<file path="config.mk">
export PLATFORM = sky130hd
export DESIGN_NAME = sram_stage_sequencer_flat
export DESIGN_NICKNAME = d
export VERILOG_FILES = /design/src/rtl/sram_stage_sequencer_if.sv /design/src/rtl/sram_stage_sequencer.sv /design/src/flat_wrapper.sv
export SDC_FILE = /design/constraint.sdc
export NUM_CORES = 1
export LEC_CHECK = 0
export ABC_AREA = 0
export CAP_MARGIN = 20
export CORE_AREA = 10 10 125 127
export CTS_BUF_LIST = sky130_fd_sc_hd__clkbuf_4 sky130_fd_sc_hd__clkbuf_8
export CTS_CLUSTER_DIAMETER = 100
export CTS_CLUSTER_SIZE = 25
export DETAILED_ROUTE_END_ITERATION = 10
export DIE_AREA = 0 0 135 137
export PLACE_DENSITY_LB_ADDON = 0.15
export SLEW_MARGIN = 20
export SYNTH_ARGS = -nofsm -noshare
export SYNTH_HDL_FRONTEND = slang
export SYNTH_SLANG_ARGS = --single-unit
</file>
<file path="constraint.sdc">
create_clock -name clock_i -period 3.1 [get_ports clock_i]
set_clock_uncertainty 0.15 [all_clocks]
set_input_delay 0.62 -clock clock_i [delete_from_list [all_inputs] [get_ports clock_i]]
set_output_delay 0.62 -clock clock_i [all_outputs]
set_load 0.02 [all_outputs]
</file>
<file path="src/rtl/sram_stage_sequencer_if.sv">
// Bundle of the sequencer's handshake, requester and SRAM port signals.
// The master modport is the sequencer's own view. The slave modport is the
// view of the environment around it: the UART loader, the milestones, VGA
// and the physical SRAM.
interface sram_stage_sequencer_if;
    logic        start;
    logic        skip_m2;

    logic        uart_enable;
    logic        uart_done;
    logic [17:0] uart_addr;
    logic [15:0] uart_wdata;
    logic        uart_we_n;

    logic        m2_start;
    logic        m2_done;
    logic [17:0] m2_addr;
    logic [15:0] m2_wdata;
    logic        m2_we_n;

    logic        m1_start;
    logic        m1_done;
    logic [17:0] m1_addr;
    logic [15:0] m1_wdata;
    logic        m1_we_n;

    logic        vga_enable;
    logic [17:0] vga_addr;

    logic [17:0] SRAM_address;
    logic [15:0] SRAM_write_data;
    logic        SRAM_we_n;

    logic        busy;
    logic        error;
    logic [2:0]  state_code;
    logic [31:0] m2_cycles;
    logic [31:0] m1_cycles;

    modport master (
        input  start, skip_m2,
        input  uart_done, uart_addr, uart_wdata, uart_we_n,
        input  m2_done, m2_addr, m2_wdata, m2_we_n,
        input  m1_done, m1_addr, m1_wdata, m1_we_n,
        input  vga_addr,
        output uart_enable, m2_start, m1_start, vga_enable,
        output SRAM_address, SRAM_write_data, SRAM_we_n,
        output busy, error, state_code, m2_cycles, m1_cycles
    );

    modport slave (
        output start, skip_m2,
        output uart_done, uart_addr, uart_wdata, uart_we_n,
        output m2_done, m2_addr, m2_wdata, m2_we_n,
        output m1_done, m1_addr, m1_wdata, m1_we_n,
        output vga_addr,
        input  uart_enable, m2_start, m1_start, vga_enable,
        input  SRAM_address, SRAM_write_data, SRAM_we_n,
        input  busy, error, state_code, m2_cycles, m1_cycles
    );
endinterface

</file>
<file path="src/rtl/sram_stage_sequencer.sv">
// Top-level sequencer for the image decoder's single SRAM port.
// It steps through UART load, M2 (IDCT), M1 (YUV->RGB) and VGA display.
// Whichever stage is active owns the SRAM lines, and the port selection
// comes directly from the state register. M2 and M1 each have a watchdog.
// The sequencer also reports how many cycles each milestone took.
module sram_stage_sequencer #(
    parameter int unsigned TIMEOUT_CYCLES = 4000000
) (
    input  logic                  clock_i,
    input  logic                  resetn_i,
    sram_stage_sequencer_if.master bus
);

    typedef enum logic [2:0] {
        S_IDLE    = 3'd0,
        S_UART    = 3'd1,
        S_M2      = 3'd2,
        S_M1      = 3'd3,
        S_DISPLAY = 3'd4,
        S_ERROR   = 3'd5
    } state_t;

    localparam logic [31:0] TerminalCount = 32'(TIMEOUT_CYCLES - 1);

    state_t      state_q, state_d;
    logic        skipM2_q, skipM2_d;
    logic        error_q, error_d;
    logic [31:0] watchdog_q, watchdog_d;
    logic [31:0] m2Cycles_q, m2Cycles_d;
    logic [31:0] m1Cycles_q, m1Cycles_d;
    logic        m2Start_q, m2Start_d;
    logic        m1Start_q, m1Start_d;

    // State, status and start-pulse registers with synchronous active-low reset.
    always_ff @(posedge clock_i) begin
        if (!resetn_i) begin
            state_q    <= S_IDLE;
            skipM2_q   <= 1'b0;
            error_q    <= 1'b0;
            watchdog_q <= '0;
            m2Cycles_q <= '0;
            m1Cycles_q <= '0;
            m2Start_q  <= 1'b0;
            m1Start_q  <= 1'b0;
        end else begin
            state_q    <= state_d;
            skipM2_q   <= skipM2_d;
            error_q    <= error_d;
            watchdog_q <= watchdog_d;
            m2Cycles_q <= m2Cycles_d;
            m1Cycles_q <= m1Cycles_d;
            m2Start_q  <= m2Start_d;
            m1Start_q  <= m1Start_d;
        end
    end

    // Next-state logic. A done pulse takes priority over the watchdog terminal count.
    always_comb begin
        state_d    = state_q;
        skipM2_d   = skipM2_q;
        error_d    = error_q;
        watchdog_d = '0;
        m2Cycles_d = m2Cycles_q;
        m1Cycles_d = m1Cycles_q;

        case (state_q)
            S_IDLE, S_DISPLAY, S_ERROR: begin
                if (bus.start) begin
                    state_d    = S_UART;
                    skipM2_d   = bus.skip_m2;
                    error_d    = 1'b0;
                    m2Cycles_d = '0;
                    m1Cycles_d = '0;
                end
            end
            S_UART: begin
                if (bus.uart_done) begin
                    state_d = skipM2_q ? S_M1 : S_M2;
                end
            end
            S_M2: begin
                m2Cycles_d = m2Cycles_q + 32'd1;
                watchdog_d = watchdog_q + 32'd1;
                if (bus.m2_done) begin
                    state_d = S_M1;
                end else if (watchdog_q == TerminalCount) begin
                    state_d = S_ERROR;
                    error_d = 1'b1;
                end
            end
            S_M1: begin
                m1Cycles_d = m1Cycles_q + 32'd1;
                watchdog_d = watchdog_q + 32'd1;
                if (bus.m1_done) begin
                    state_d = S_DISPLAY;
                end else if (watchdog_q == TerminalCount) begin
                    state_d = S_ERROR;
                    error_d = 1'b1;
                end
            end
            default: state_d = S_IDLE;
        endcase

        // Each milestone run starts with a fresh watchdog.
        if (state_d != state_q) begin
            watchdog_d = '0;
        end

        m2Start_d = (state_d == S_M2) && (state_q != S_M2);
        m1Start_d = (state_d == S_M1) && (state_q != S_M1);
    end

    // SRAM port mux. Only the current owner can reach the write-enable line.
    always_comb begin
        bus.SRAM_address    = '0;
        bus.SRAM_write_data = '0;
        bus.SRAM_we_n       = 1'b1;
        case (state_q)
            S_UART: begin
                bus.SRAM_address    = bus.uart_addr;
                bus.SRAM_write_data = bus.uart_wdata;
                bus.SRAM_we_n       = bus.uart_we_n;
            end
            S_M2: begin
                bus.SRAM_address    = bus.m2_addr;
                bus.SRAM_write_data = bus.m2_wdata;
                bus.SRAM_we_n       = bus.m2_we_n;
            end
            S_M1: begin
                bus.SRAM_address    = bus.m1_addr;
                bus.SRAM_write_data = bus.m1_wdata;
                bus.SRAM_we_n       = bus.m1_we_n;
            end
            S_DISPLAY: begin
                bus.SRAM_address    = bus.vga_addr;
            end
            default: begin
                bus.SRAM_address    = '0;
            end
        endcase
    end

    assign bus.uart_enable = (state_q == S_UART);
    assign bus.vga_enable  = (state_q == S_DISPLAY);
    assign bus.busy        = (state_q == S_UART) || (state_q == S_M2) || (state_q == S_M1);
    assign bus.m2_start    = m2Start_q;
    assign bus.m1_start    = m1Start_q;
    assign bus.error       = error_q;
    assign bus.state_code  = state_q;
    assign bus.m2_cycles   = m2Cycles_q;
    assign bus.m1_cycles   = m1Cycles_q;

endmodule

</file>
<file path="src/flat_wrapper.sv">
// flat-port wrapper written by rule: the top's interface ports become plain ports
module sram_stage_sequencer_flat 
#(
    parameter int unsigned TIMEOUT_CYCLES = 4000000
)
  (clock_i, resetn_i, bus_start, bus_skip_m2, bus_uart_done, bus_uart_addr, bus_uart_wdata, bus_uart_we_n, bus_m2_done, bus_m2_addr, bus_m2_wdata, bus_m2_we_n, bus_m1_done, bus_m1_addr, bus_m1_wdata, bus_m1_we_n, bus_vga_addr, bus_uart_enable, bus_m2_start, bus_m1_start, bus_vga_enable, bus_SRAM_address, bus_SRAM_write_data, bus_SRAM_we_n, bus_busy, bus_error, bus_state_code, bus_m2_cycles, bus_m1_cycles);
  sram_stage_sequencer_if bus_i ();
  input  logic clock_i;
  input  logic resetn_i;
  input wire logic [$bits(bus_i.start)-1:0] bus_start;
  input wire logic [$bits(bus_i.skip_m2)-1:0] bus_skip_m2;
  input wire logic [$bits(bus_i.uart_done)-1:0] bus_uart_done;
  input wire logic [$bits(bus_i.uart_addr)-1:0] bus_uart_addr;
  input wire logic [$bits(bus_i.uart_wdata)-1:0] bus_uart_wdata;
  input wire logic [$bits(bus_i.uart_we_n)-1:0] bus_uart_we_n;
  input wire logic [$bits(bus_i.m2_done)-1:0] bus_m2_done;
  input wire logic [$bits(bus_i.m2_addr)-1:0] bus_m2_addr;
  input wire logic [$bits(bus_i.m2_wdata)-1:0] bus_m2_wdata;
  input wire logic [$bits(bus_i.m2_we_n)-1:0] bus_m2_we_n;
  input wire logic [$bits(bus_i.m1_done)-1:0] bus_m1_done;
  input wire logic [$bits(bus_i.m1_addr)-1:0] bus_m1_addr;
  input wire logic [$bits(bus_i.m1_wdata)-1:0] bus_m1_wdata;
  input wire logic [$bits(bus_i.m1_we_n)-1:0] bus_m1_we_n;
  input wire logic [$bits(bus_i.vga_addr)-1:0] bus_vga_addr;
  output wire logic [$bits(bus_i.uart_enable)-1:0] bus_uart_enable;
  output wire logic [$bits(bus_i.m2_start)-1:0] bus_m2_start;
  output wire logic [$bits(bus_i.m1_start)-1:0] bus_m1_start;
  output wire logic [$bits(bus_i.vga_enable)-1:0] bus_vga_enable;
  output wire logic [$bits(bus_i.SRAM_address)-1:0] bus_SRAM_address;
  output wire logic [$bits(bus_i.SRAM_write_data)-1:0] bus_SRAM_write_data;
  output wire logic [$bits(bus_i.SRAM_we_n)-1:0] bus_SRAM_we_n;
  output wire logic [$bits(bus_i.busy)-1:0] bus_busy;
  output wire logic [$bits(bus_i.error)-1:0] bus_error;
  output wire logic [$bits(bus_i.state_code)-1:0] bus_state_code;
  output wire logic [$bits(bus_i.m2_cycles)-1:0] bus_m2_cycles;
  output wire logic [$bits(bus_i.m1_cycles)-1:0] bus_m1_cycles;
  assign bus_i.start = bus_start;
  assign bus_i.skip_m2 = bus_skip_m2;
  assign bus_i.uart_done = bus_uart_done;
  assign bus_i.uart_addr = bus_uart_addr;
  assign bus_i.uart_wdata = bus_uart_wdata;
  assign bus_i.uart_we_n = bus_uart_we_n;
  assign bus_i.m2_done = bus_m2_done;
  assign bus_i.m2_addr = bus_m2_addr;
  assign bus_i.m2_wdata = bus_m2_wdata;
  assign bus_i.m2_we_n = bus_m2_we_n;
  assign bus_i.m1_done = bus_m1_done;
  assign bus_i.m1_addr = bus_m1_addr;
  assign bus_i.m1_wdata = bus_m1_wdata;
  assign bus_i.m1_we_n = bus_m1_we_n;
  assign bus_i.vga_addr = bus_vga_addr;
  assign bus_uart_enable = bus_i.uart_enable;
  assign bus_m2_start = bus_i.m2_start;
  assign bus_m1_start = bus_i.m1_start;
  assign bus_vga_enable = bus_i.vga_enable;
  assign bus_SRAM_address = bus_i.SRAM_address;
  assign bus_SRAM_write_data = bus_i.SRAM_write_data;
  assign bus_SRAM_we_n = bus_i.SRAM_we_n;
  assign bus_busy = bus_i.busy;
  assign bus_error = bus_i.error;
  assign bus_state_code = bus_i.state_code;
  assign bus_m2_cycles = bus_i.m2_cycles;
  assign bus_m1_cycles = bus_i.m1_cycles;
  sram_stage_sequencer #(.TIMEOUT_CYCLES(TIMEOUT_CYCLES)) u_core (.clock_i(clock_i), .resetn_i(resetn_i), .bus(bus_i));
endmodule
</file>
==> reports/qor.txt, run 1 <==
total CTS buffers -> 9
Critical Path RT -> 2.33 ns
Post-CTS Setup Inserts -> 0
Placed Area -> 8350 um^2
Max IR drop VDD -> 0.270 mV
RSZ-0062 raised after global routing -> false
post-DP HPWL -> 17100 um
final hold vios -> 0
I/O Pins -> 238
Longest Clk Path Bufs -> 2
largest net degree at the start of global routing -> 49
Critical Path AT -> 2.20 ns
die height -> 137 um
vias in the first global route -> 6038
DR WL/cell -> 19.8 um
Post-synth EDFFs -> 0
hold_ws -> 0.320 ns
Initial DRC Count -> 632
top post-synthesis cells by area -> dfxtp_1 (36%), nor2_1 (6.7%), mux2_2 (5.3%)
Routed WL -> 22000 um
Leak -> 2.97 nW
prevailing post-synth register cell -> dfxtp_1
PwrDens -> 357 nW/um^2
share of cells above drive strength 1 -> 8.31%
Final setup viols -> 0
TritonRoute pass-1 iters -> 5
Gate Count Post-Synth -> 711
run status -> finished, final reports clean
number of distinct library cells after synthesis -> 57
Core Area -> 13100 um^2
GPL Wtd Cong -> 0.943
Sink Count -> 103
DR vias/cell -> 5.83
synth warn -> 0
Clock Root Buffer -> clkbuf_8
FF+latch count, synth -> 103
Die X -> 135 um
TritonCTS clock tree -> built
Starting Density -> 44.0%
CP startpoint kind -> flop
ANT nets after route -> 0
post-synth top area share -> 35.8%
Remaining DRCs -> 0
Worst-path clk slew -> 0.10 ns
PortBufs -> 237
Hold Path Class -> flop to flop
initial antenna violation count -> 0
H-tree depth -> 3
gr usage total -> 22.6%
synthesized cell area -> 5760 um^2
worst setup path class -> flop to primary output
final core utilization -> 65.6%
Post-Syn Area per Cell -> 8.10 um^2
ANT cells -> 0
commonest cells after routing, fill and taps aside -> clkdlybuf4s50_1 (221), nor2_1 (102), dfxtp_1 (101), nand2_1 (61), nand3_1 (42)
part of the cycle the worst path needs -> 95.8%
vias -> 6502
row count -> 42
fin nets -> 1067
area leader, netlist -> dfxtp_1
max_slew headroom -> 49.4%
asr flop ratio synth -> 0%
net count after synthesis -> 844
Seq/Total Area, Yosys -> 35.8%
Power, Total -> 3.06 mW
fmax -> 337 MHz
Clock Latency Late Sink -> 0.37 ns
TNS Setup -> 0 ns
commonest non-fill, non-tap cell in the layout -> clkdlybuf4s50_1
Least-Margin Pin Slew -> 0.752 ns
crit end category -> primary output
grt total ovfl -> 0
Max Cap Viol -> 0
CP max FO -> 18
Fillers -> 1113
Design Area, Final -> 8580 um^2
max-slew violations -> 0
crit path time final -> 2.97 ns
Die ar. -> 18500 um^2
P&R area growth vs syn -> 48.9%
global-route wire length before repair -> 33500 um
## metal layers
layer	vias up	global-route usage [%]	share of wire (%)
met3	23	5.13	7.2
met4	0	4.84	1.5
li1	3108	-	-
met2	261	40.4	52
met5	-	0	0
met1	3110	27.0	39
## synth_stat cells, types with 14 or more instances
master / count
a22o_1: 14
a22oi_1: 27
nand4_1: 32
nand2_1: 61
nor2_1: 103
nand3_1: 43
xnor2_1: 16
a21oi_1: 34
a221o_1: 14
mux2_2: 27
o21ai_0: 18
clkbuf_1: 33
dfxtp_1: 103
## cells by family (layout without fill, tap and decap cells)
logic type	Yosys count	count (layout)	synth area share, %
buffers and inverters	56	284	3.91
DFF	103	103	35.8
and+or+nand+nor	330	330	29.3
adders and majority gates	3	3	0.652
AOI/OAI and AO/OA	160	160	20.2
xor gates and xnor gates	29	29	4.41
muxes	30	30	5.80
## cell type report
class,instances,area (um^2),area share [%]
multi-input cells,552,3490,40.7
repair buffers,255,2530,29.5
flip-flops and latches,103,2060,24.1
well taps,176,220,2.57
clock buffers,10,138,1.60
clock inverters,6,92.6,1.08
inverters,13,48.8,0.569
## final timing paths
check / cells past startpoint / endpoint / slack, ns / startpoint
worst max-delay path: 6 / bus_SRAM_address[12] / 0.13 / u_core.bus.state_code[2]$_SDFF_PN0_
worst min-delay path: 1 / u_core.watchdog_q[0]$_SDFF_PP0_ / 0.32 / u_core.watchdog_q[0]$_SDFF_PP0_
worst max register to register: 5 / u_core.bus.m2_cycles[27]$_SDFFE_PN0P_ / 0.50 / u_core.bus.state_code[1]$_SDFF_PN0_
worst min register to register: 1 / u_core.watchdog_q[0]$_SDFF_PP0_ / 0.32 / u_core.watchdog_q[0]$_SDFF_PP0_
## timing repair
item	4_1_cts	5_1_grt
endpoints found under the setup margin	18	21
hold buffers	0	0
gates resized for setup	17	3
## flip-flops by register name, indices dropped and copies added (netlist names)
signal and count:
u_core.bus.error 1, u_core.watchdog_q 32, u_core.bus.m1_cycles 32, u_core.bus.m1_start 1, u_core.skipM2_q 1, u_core.bus.m2_cycles 32, u_core.bus.state_code 3, u_core.bus.m2_start 1
## worst max-delay path: stages, from the launching register on
cell and delay, ns:
dfxtp_1 0.37, nand2b_1 0.22, nor2_2 0.12, buf_4 0.26
a22oi_1 0.13, nand2_1 0.09, clkdlybuf4s50_1 0.62
## stage by stage
step / setup slack (ns) / cells
after global placement: 0.237 / 1099
after global routing: 0.0144 / 1115
final: 0.130 / 1115
after floorplan: 0.290 / 711
after CTS: 0.00230 / 1115
after detailed placement: 0.232 / 1099
## power breakdown
group / internal, mW / switching (mW)
registers: 1.33 / 0.0109
logic: 0.382 / 0.383
clock network: 0.482 / 0.472
(Power assumes the default switching activity.)
==> run 2, diff against run 1 <==
GPL_TIMING_DRIVEN = 0   (was not set)
==> reports/qor.txt, run 2 (synthesis results as in run 1) <==
PwrDens -> 338 nW/um^2 (was 357 nW/um^2)
max-slew violations -> 0 (unchanged)
Worst-path clk slew -> 0.09 ns (was 0.10 ns)
Starting Density -> 44.0% (unchanged)
global-route wire length before repair -> 34000 um (was 33500 um)
Clk pwr share -> 27.3% (was 31.2%)
Longest Clk Path Bufs -> 2 (unchanged)
Critical Path AT -> 2.23 ns (was 2.20 ns)
fin nets -> 1093 (was 1067)
P_int -> 2.05 mW (was 2.20 mW)
Sw Pwr -> 0.862 mW (was 0.866 mW)
fmax -> 333 MHz (was 337 MHz)
Max Cap Viol -> 0 (unchanged)
crit-path cells -> clkbuf_8, nor2_1, and2_4, buf_4, a22o_1, a221o_1, dlygate4sd2_1 (was nand2b_1, nor2_2, buf_4, a22oi_1, nand2_1, clkdlybuf4s50_1)
run status -> finished, final reports clean (unchanged)
part of the cycle the worst path needs -> 96.8% (was 95.8%)
TritonRoute pass-1 iters -> 6 (was 5)
gr usage total -> 23.2% (was 22.6%)
grt total ovfl -> 0 (unchanged)
H-tree depth -> 3 (unchanged)
worst setup path class -> flop to primary output (unchanged)
Critical Path RT -> 2.33 ns (about the same)
critical path's largest stage delay -> 0.41 ns (was 0.62 ns)
die height -> 137 um (unchanged)
crit end category -> primary output (unchanged)
Remaining DRCs -> 0 (unchanged)
Initial DRC Count -> 466 (was 632)
crit path time final -> 3.00 ns (was 2.97 ns)
Clock Latency Late Sink -> 0.37 ns (about the same)
DR WL/cell -> 19.6 um (was 19.8 um)
I/O Pins -> 238 (unchanged)
hold_ws -> 0.317 ns (was 0.320 ns)
Leak -> 3.08 nW (was 2.97 nW)
Least-Margin Pin Slew -> 0.758 ns (was 0.752 ns)
RSZ-0062 raised after global routing -> false (unchanged)
final hold vios -> 0 (unchanged)
ANT nets after route -> 0 (unchanged)
initial antenna violation count -> 0 (unchanged)
share of cells above drive strength 1 -> 8.82% (was 8.31%)
Core Area -> 13100 um^2 (unchanged)
PortBufs -> 237 (unchanged)
GPL Wtd Cong -> 0.894 (was 0.943)
CP startpoint kind -> flop (unchanged)
Max IR drop VDD -> 0.265 mV (was 0.270 mV)
DR vias/cell -> 5.64 (was 5.83)
CP max FO -> 10 (was 18)
post-DP HPWL -> 17700 um (was 17100 um)
P&R area growth vs syn -> 49.8% (was 48.9%)
largest net degree at the start of global routing -> 16 (was 49)
Comb pwr share -> 26.8% (was 25.0%)
TritonCTS clock tree -> built (unchanged)
Sink Count -> 103 (unchanged)
Placed Area -> 8350 um^2 (about the same)
row count -> 42 (unchanged)
commonest cells after routing, fill and taps aside -> clkdlybuf4s50_1 (202), dfxtp_1 (102), nor2_1 (100), nand2_1 (61), nand3_1 (43) (was clkdlybuf4s50_1 (221), nor2_1 (102), dfxtp_1 (101), nand2_1 (61), nand3_1 (42))
Hold Path Class -> flop to flop (unchanged)
commonest non-fill, non-tap cell in the layout -> clkdlybuf4s50_1 (unchanged)
Seq pwr share -> 46.0% (was 43.8%)
Die ar. -> 18500 um^2 (unchanged)
sw frac -> 29.6% (was 28.3%)
vias -> 6431 (was 6502)
# hold bufs at CTS -> 0 (unchanged)
Design Area, Final -> 8630 um^2 (was 8580 um^2)
Clock Root Buffer -> clkbuf_8 (unchanged)
Final setup viols -> 0 (unchanged)
Routed WL -> 22300 um (was 22000 um)
vias in the first global route -> 6069 (was 6038)
slowest CP cell -> dfxtp_2 (was clkdlybuf4s50_1)
total CTS buffers -> 9 (unchanged)
Fillers -> 1143 (was 1113)
max_slew headroom -> 49.0% (was 49.4%)
Die X -> 135 um (unchanged)
run 2: cell types whose count changed in the layout (fill, tap and decap cells not counted), moves of 3 or more:
cell / change
dlygate4sd2_1: +14
clkbuf_4: +8
nor2_4: +3
buf_4: -6
buf_2: +3
clkdlybuf4s50_1: -19
clkbuf_8: +3
clkbuf_1: +21
run 2: path summary, 6_finish.rpt:
kind / start / to / slack (ns) / depth (start not counted)
max: u_core.bus.state_code[0]$_SDFF_PN0_ / bus_SRAM_address[1] / 0.1 / 7
min reg2reg: u_core.skipM2_q$_SDFFE_PN0P_ / u_core.skipM2_q$_SDFFE_PN0P_ / 0.32 / 2
max reg2reg: u_core.bus.state_code[2]$_SDFF_PN0_ / u_core.bus.m1_cycles[14]$_SDFFE_PN0P_ / 0.48 / 7
min: u_core.skipM2_q$_SDFFE_PN0P_ / u_core.skipM2_q$_SDFFE_PN0P_ / 0.32 / 2
run 2: timing repair:
item	CTS	global route
resized for setup	69	11
pin swaps	1	1
buffers inserted	1	1
endpoints found under the setup margin	37	23
run 2: cell type report:
class	count	area (um^2)	area share, %
flip-flops and latches	103	2060	23.9
clock buffers	12	165	1.91
multi-input cells	552	3520	40.8
inverters	13	48.8	0.565
diodes	1	2.50	0.0290
repair buffers	239	2360	27.4
plain buffers	42	226	2.62
clock inverters	3	17.5	0.203
well taps	176	220	2.55
run 2: power by group through the flow:
stage,clock network [mW],logic (mW),registers (mW)
final,0.795,0.781,1.34
after global routing,0.853,0.831,1.34
after CTS,0.812,0.773,1.34
after detailed placement,0,0.792,1.37
after global placement,0,0.789,1.37
after floorplan,0,0.362,1.38
run 2: routing by layer:
| layer | track usage, % | wire, um | vias up |
|---|---|---|---|
| met5 | 0 | 0 | - |
| li1 | - | - | 3161 |
| met3 | 5.10 | 1390 | 25 |
| met1 | 28.5 | 9570 | 3041 |
| met2 | 40.4 | 11100 | 204 |
| met4 | 5.62 | 307 | 0 |
run 2: through the flow:
stage | power [mW] | utilization, % | cells | setup TNS, ns | setup slack [ns]
floorplan | 1.74 | - | 711 | 0 | 0.290
global placement | 2.16 | 63.8 | 1124 | -6.94 | -0.731
detailed placement | 2.16 | 63.8 | 1124 | -7.56 | -0.745
CTS | 2.93 | 65.6 | 1139 | 0 | 0.00647
global route | 3.03 | 65.9 | 1140 | 0 | 0.00522
finish | 2.92 | 66.0 | 1141 | 0 | 0.0996
run 2: worst max-delay path: cells and delay by family (launching register included):
| family | cells | cell delay (ns) |
|---|---|---|
| compound gates | 2 | 0.45 |
| buf+inv | 3 | 0.72 |
| simple gates | 2 | 0.27 |
| flops | 1 | 0.41 |
==> run 3, diff against run 2 <==
--- a/constraint.sdc
+++ b/constraint.sdc
@@ -3,3 +3,3 @@
 set_input_delay 0.62 -clock clock_i [delete_from_list [all_inputs] [get_ports clock_i]]
 set_output_delay 0.62 -clock clock_i [all_outputs]
-set_load 0.02 [all_outputs]
+set_load 0.01 [all_outputs]
==> reports/qor.txt, run 3 (synthesis results as in run 1) <==
most used routing layer -> met2 (unchanged)
Longest Clk Path Bufs -> 2 (unchanged)
PwrDens -> 332 nW/um^2 (was 338 nW/um^2)
row count -> 42 (unchanged)
final hold vios -> 0 (unchanged)
vias in the first global route -> 6076 (was 6069)
fmax -> 331 MHz (was 333 MHz)
Clock Root Buffer -> clkbuf_8 (unchanged)
Hold Path Class -> flop to flop (unchanged)
Design Area, Final -> 8760 um^2 (was 8630 um^2)
Final setup viols -> 0 (unchanged)
crit end category -> primary output (unchanged)
R2R depth -> 8 (was 7)
Sink Count -> 103 (unchanged)
die height -> 137 um (unchanged)
post-DP HPWL -> 17700 um (unchanged)
Leak -> 3.16 nW (was 3.08 nW)
share of cells above drive strength 1 -> 9.59% (was 8.82%)
Placed Area -> 8350 um^2 (unchanged)
Starting Density -> 44.0% (unchanged)
Die X -> 135 um (unchanged)
TritonRoute pass-1 iters -> 5 (was 6)
max_slew headroom -> 48.5% (was 49.0%)
H-tree depth -> 3 (unchanged)
Die ar. -> 18500 um^2 (unchanged)
Max IR drop VDD -> 0.266 mV (was 0.265 mV)
met1 track demand over resource -> 28.5% (about the same)
total CTS buffers -> 9 (unchanged)
max-slew violations -> 0 (unchanged)
gr usage total -> 23.2% (about the same)
met3 global-route usage -> 5.13% (was 5.10%)
I/O Pins -> 238 (unchanged)
Remaining DRCs -> 0 (unchanged)
ANT nets after route -> 0 (unchanged)
Max Cap Viol -> 0 (unchanged)
DR vias/cell -> 5.65 (was 5.64)
Routed WL -> 22500 um (was 22300 um)
Critical Path RT -> 2.33 ns (about the same)
crit path time final -> 3.02 ns (was 3.00 ns)
hold_ws -> 0.321 ns (was 0.317 ns)
commonest cells after routing, fill and taps aside -> clkdlybuf4s50_1 (216), nor2_1 (100), dfxtp_1 (100), nand2_1 (61), nand3_1 (43) (was clkdlybuf4s50_1 (202), dfxtp_1 (102), nor2_1 (100), nand2_1 (61), nand3_1 (43))
CP startpoint kind -> flop (unchanged)
Critical Path AT -> 2.25 ns (was 2.23 ns)
grt total ovfl -> 0 (unchanged)
Least-Margin Pin Slew -> 0.766 ns (was 0.758 ns)
DR WL/cell -> 19.7 um (was 19.6 um)
Worst-path clk slew -> 0.09 ns (about the same)
Core Area -> 13100 um^2 (unchanged)
fin nets -> 1099 (was 1093)
TritonCTS clock tree -> built (unchanged)
largest net degree at the start of global routing -> 16 (unchanged)
Worst Hold Depth -> 2 (unchanged)
Clock Latency Late Sink -> 0.37 ns (about the same)
M2 GR Usage -> 40.8% (was 40.4%)
worst setup path class -> flop to primary output (unchanged)
initial antenna violation count -> 0 (unchanged)
global-route wire length before repair -> 34100 um (was 34000 um)
run status -> finished, final reports clean (unchanged)
P&R area growth vs syn -> 52.0% (was 49.8%)
CP max FO -> 10 (unchanged)
commonest non-fill, non-tap cell in the layout -> clkdlybuf4s50_1 (unchanged)
part of the cycle the worst path needs -> 97.4% (was 96.8%)
vias -> 6476 (was 6431)
GPL Wtd Cong -> 0.894 (unchanged)
PortBufs -> 237 (unchanged)
Initial DRC Count -> 481 (was 466)
run 3: cell types whose count changed in the layout (fill, tap and decap cells not counted), moves of 2 or more:
cell	before	now
dlygate4sd2_1	28	9
buf_4	8	15
clkdlybuf4s50_1	202	216
clkbuf_4	8	4
clkdlybuf4s15_1	2	0
dlymetal6s2s_1	4	12
dfxtp_1	102	100
buf_6	0	3
run 3: stage by stage:
stage / utilization, % / setup slack [ns] / cells / power (mW) / TNS (ns)
floorplan: - / 0.477 / 711 / 1.68 / 0
global placement: 63.8 / -0.664 / 1124 / 2.10 / -5.27
detailed placement: 63.8 / -0.678 / 1124 / 2.10 / -5.78
CTS: 66.2 / 0.00359 / 1140 / 2.91 / 0
global route: 66.9 / -0.0285 / 1146 / 3.02 / -0.0404
finish: 66.9 / 0.0813 / 1147 / 2.91 / 0
run 3: final cells by class:
cell class                 instances  area, um^2
sequential                       103        2070
multi-input combinational        552        3520
antenna                            1        2.50
tap                              176         220
clock inverter                     3        17.5
clock buffer                      12         165
fill                            1112        4330
timing repair buffer             245        2450
buffer                            42         256
inverter                          13        52.6
run 3: critical path, cell delays in order, from the launching register on:
cell and delay (ns):
dfxtp_2 0.36, buf_6 0.14, nand2b_4 0.17, nor2_4 0.05, buf_4 0.17, a22o_1 0.24
a221o_1 0.26, clkdlybuf4s50_1 0.48
run 3: power breakdown:
part           total [mW]  leakage (nW)  switching (mW)  internal (mW)
clock network       0.796        0.0943           0.445          0.351
logic               0.771          2.23           0.357          0.414
registers            1.34         0.831          0.0103           1.33
total                2.91          3.16           0.812           2.10
run 3: final timing paths:
kind / from / endpoint / slack [ns]
max: u_core.bus.state_code[2]$_SDFF_PN0_ / bus_SRAM_address[9] / 0.08
min: u_core.skipM2_q$_SDFFE_PN0P_ / u_core.skipM2_q$_SDFFE_PN0P_ / 0.32
max reg2reg: u_core.bus.state_code[1]$_SDFF_PN0_ / u_core.bus.m2_cycles[11]$_SDFFE_PN0P_ / 0.46
min reg2reg: u_core.skipM2_q$_SDFFE_PN0P_ / u_core.skipM2_q$_SDFFE_PN0P_ / 0.32
run 3: routing by layer:
layer  up-vias  share of wire (%)
met4         0                1.1
li1       3175                  -
met1      3079                 42
met5         -                  0
met3        25                6.3
met2       197                 50
run 3: what timing repair did:
item                                    in CTS  in global routing
hold buffers                                 0                  0
setup buffers                                2                  6
pin swaps                                    2                  2
endpoints found under the setup margin      37                 23
gates cloned                                 0                  0
hold endpoints to repair                     0                  0
resized for setup                           54                 25
==> patch (flow settings as in run 1) <==
Reset style: asynchronous (`resetn_i`), changed in one clocked block. Comments in the files are not updated.
--- a/src/rtl/sram_stage_sequencer.sv
+++ b/src/rtl/sram_stage_sequencer.sv
@@ -32,7 +32,7 @@
     logic        m1Start_q, m1Start_d;
 
     // State, status and start-pulse registers with synchronous active-low reset.
-    always_ff @(posedge clock_i) begin
+    always_ff @(posedge clock_i or negedge resetn_i) begin
         if (!resetn_i) begin
             state_q    <= S_IDLE;
             skipM2_q   <= 1'b0;
Check against the original RTL: differs if resetn_i is asserted again (counterexample within 4 cycles, from zero or initial values and one cycle with resetn_i low); with resetn_i held inactive, the same outputs for 10 cycles.
==> patch against run 1 <==
- cell area is 4.8% higher
- sequential share of layout area is 4.6 points higher
- count of clock-buffer cells in the layout is 1 lower
- wire length is 0.54% lower
- via count is 2.3% lower
- register-to-register slack better by 0.09 ns
- synthesized area is 6.0% higher
- fmax is 0.88% lower
- worst setup slack worse by 0.026 ns
- sequential cell count stayed put
- synthesized cell count is 5.3% lower
Power is not compared: it rests on default switching activity, and its combinational part moved more than twofold at a synthesized area within 25%.
==> patch: results (changes against run 1) <==
Synth
  – Distinct cells, synth: 55 (was 57)
  – Post-Synth Adder-Cell Area: 0.615% (was 0.651%)
  – Syn Nets: 806 (was 844)
  – Multiplexer share of the synthesized area: 9.03% (was 5.80%)
  – Synth cell count leaders: dfrtp_1, nand2_1, a22oi_1, nor2_1, nand4_1 (was dfxtp_1, nor2_1, nand2_1, nand3_1, a21oi_1)
  – Xor and xnor area share after synthesis: 2.01% (was 4.41%)

Hold path
  – Worst min-delay path class: in -> async (was reg -> reg)

Placement
  – Dpl hpwl: 17100 um (about the same)
  – Post-Place Cells: 1070 (was 1099)
  – Routability cong.: 0.880 (was 0.943)
  – Post-DP Area: 8720 um2 (was 8350 um2)
  – Post-placement setup slack: 0.228 ns (was 0.232 ns)

Drt
  – Starting DRT DRC Count: 438 (was 632)
  – Vias: 6352 (was 6502)
  – DR pass1 iterations: 6 (was 5)
  – Via-to-Cell Ratio: 5.85 (was 5.83)

Finish
  – Net count, final: 1038 (was 1067)
  – FILL cells: 1018 (was 1113)

GRT
  – Met2 Use GR: 37.4% (was 40.4%)
  – Overall Global Routing Usage: 22.0% (was 22.6%)
  – Vias in the first global route: 6008 (was 6038)
  – Met3 GRT Util: 5.61% (was 5.13%)

Worst setup path
  – FF-to-FF setup slack: 0.59 ns (was 0.50 ns)
  – End of the worst register-to-register path: u_core.bus.m2_cycles[28]$_DFFE_PN0P_ (was u_core.bus.m2_cycles[27]$_SDFFE_PN0P_)
  – Critical Path Fanout Max: 20 (was 18)
  – Worst Setup EP: bus_SRAM_address[4] (was bus_SRAM_address[12])

Timing
  – Fin crit share: 96.7% (was 95.8%)

Outcome
  – Run status: completed (unchanged)
[patch: worst max-delay path, cell delays in order, from the launching register on]
cell             delay [ns]
dfrtp_1                0.41
buf_4                  0.22
nor3b_4                0.22
buf_6                  0.22
a22oi_1                0.08
nand2_1                0.07
clkdlybuf4s50_1        0.63
[patch: final cells by class]
type                            count  area [um2]  area share [%]
Multi-Input combinational cell    518        3340            37.1
Timing Repair Buffer              260        2630            29.2
Sequential cell                   103        2580            28.7
Tap cell                          176         220            2.45
Clock buffer                        9         124            1.38
Clock inverter                      7        55.1           0.612
Inverter                           13        48.8           0.543
[patch: how the worst min path moves through the flow]
stage	startpoint	endpoint	slack, ns	cells past startpoint
finish	resetn_i	u_core.bus.m2_cycles[23]$_DFFE_PN0P_	0.06	1
CTS	resetn_i	u_core.bus.m2_cycles[23]$_DFFE_PN0P_	0.08	1
floorplan	resetn_i	u_core.bus.error$_DFFE_PN0P_	0.17	0
global route	resetn_i	u_core.bus.m2_cycles[23]$_DFFE_PN0P_	0.08	1
detailed placement	u_core.bus.m2_cycles[31]$_DFFE_PN0P_	u_core.bus.m2_cycles[31]$_DFFE_PN0P_	0.33	1
global placement	u_core.bus.m1_cycles[31]$_DFFE_PN0P_	u_core.bus.m1_cycles[31]$_DFFE_PN0P_	0.31	1
[patch: routing by layer]
metal,vias up,part of all wire (%)
met3,18,6.3
li1,3019,-
met5,-,0
met2,216,52
met4,0,0.92
met1,3099,41
[patch: report_power, final]
part | total (mW) | switching (mW) | internal [mW] | leakage (nW)
clock network | 0.801 | 0.499 | 0.302 | 0.0919
logic | 2.91 | 1.63 | 1.27 | 2.53
registers | 1.54 | 0.115 | 1.43 | 1.42
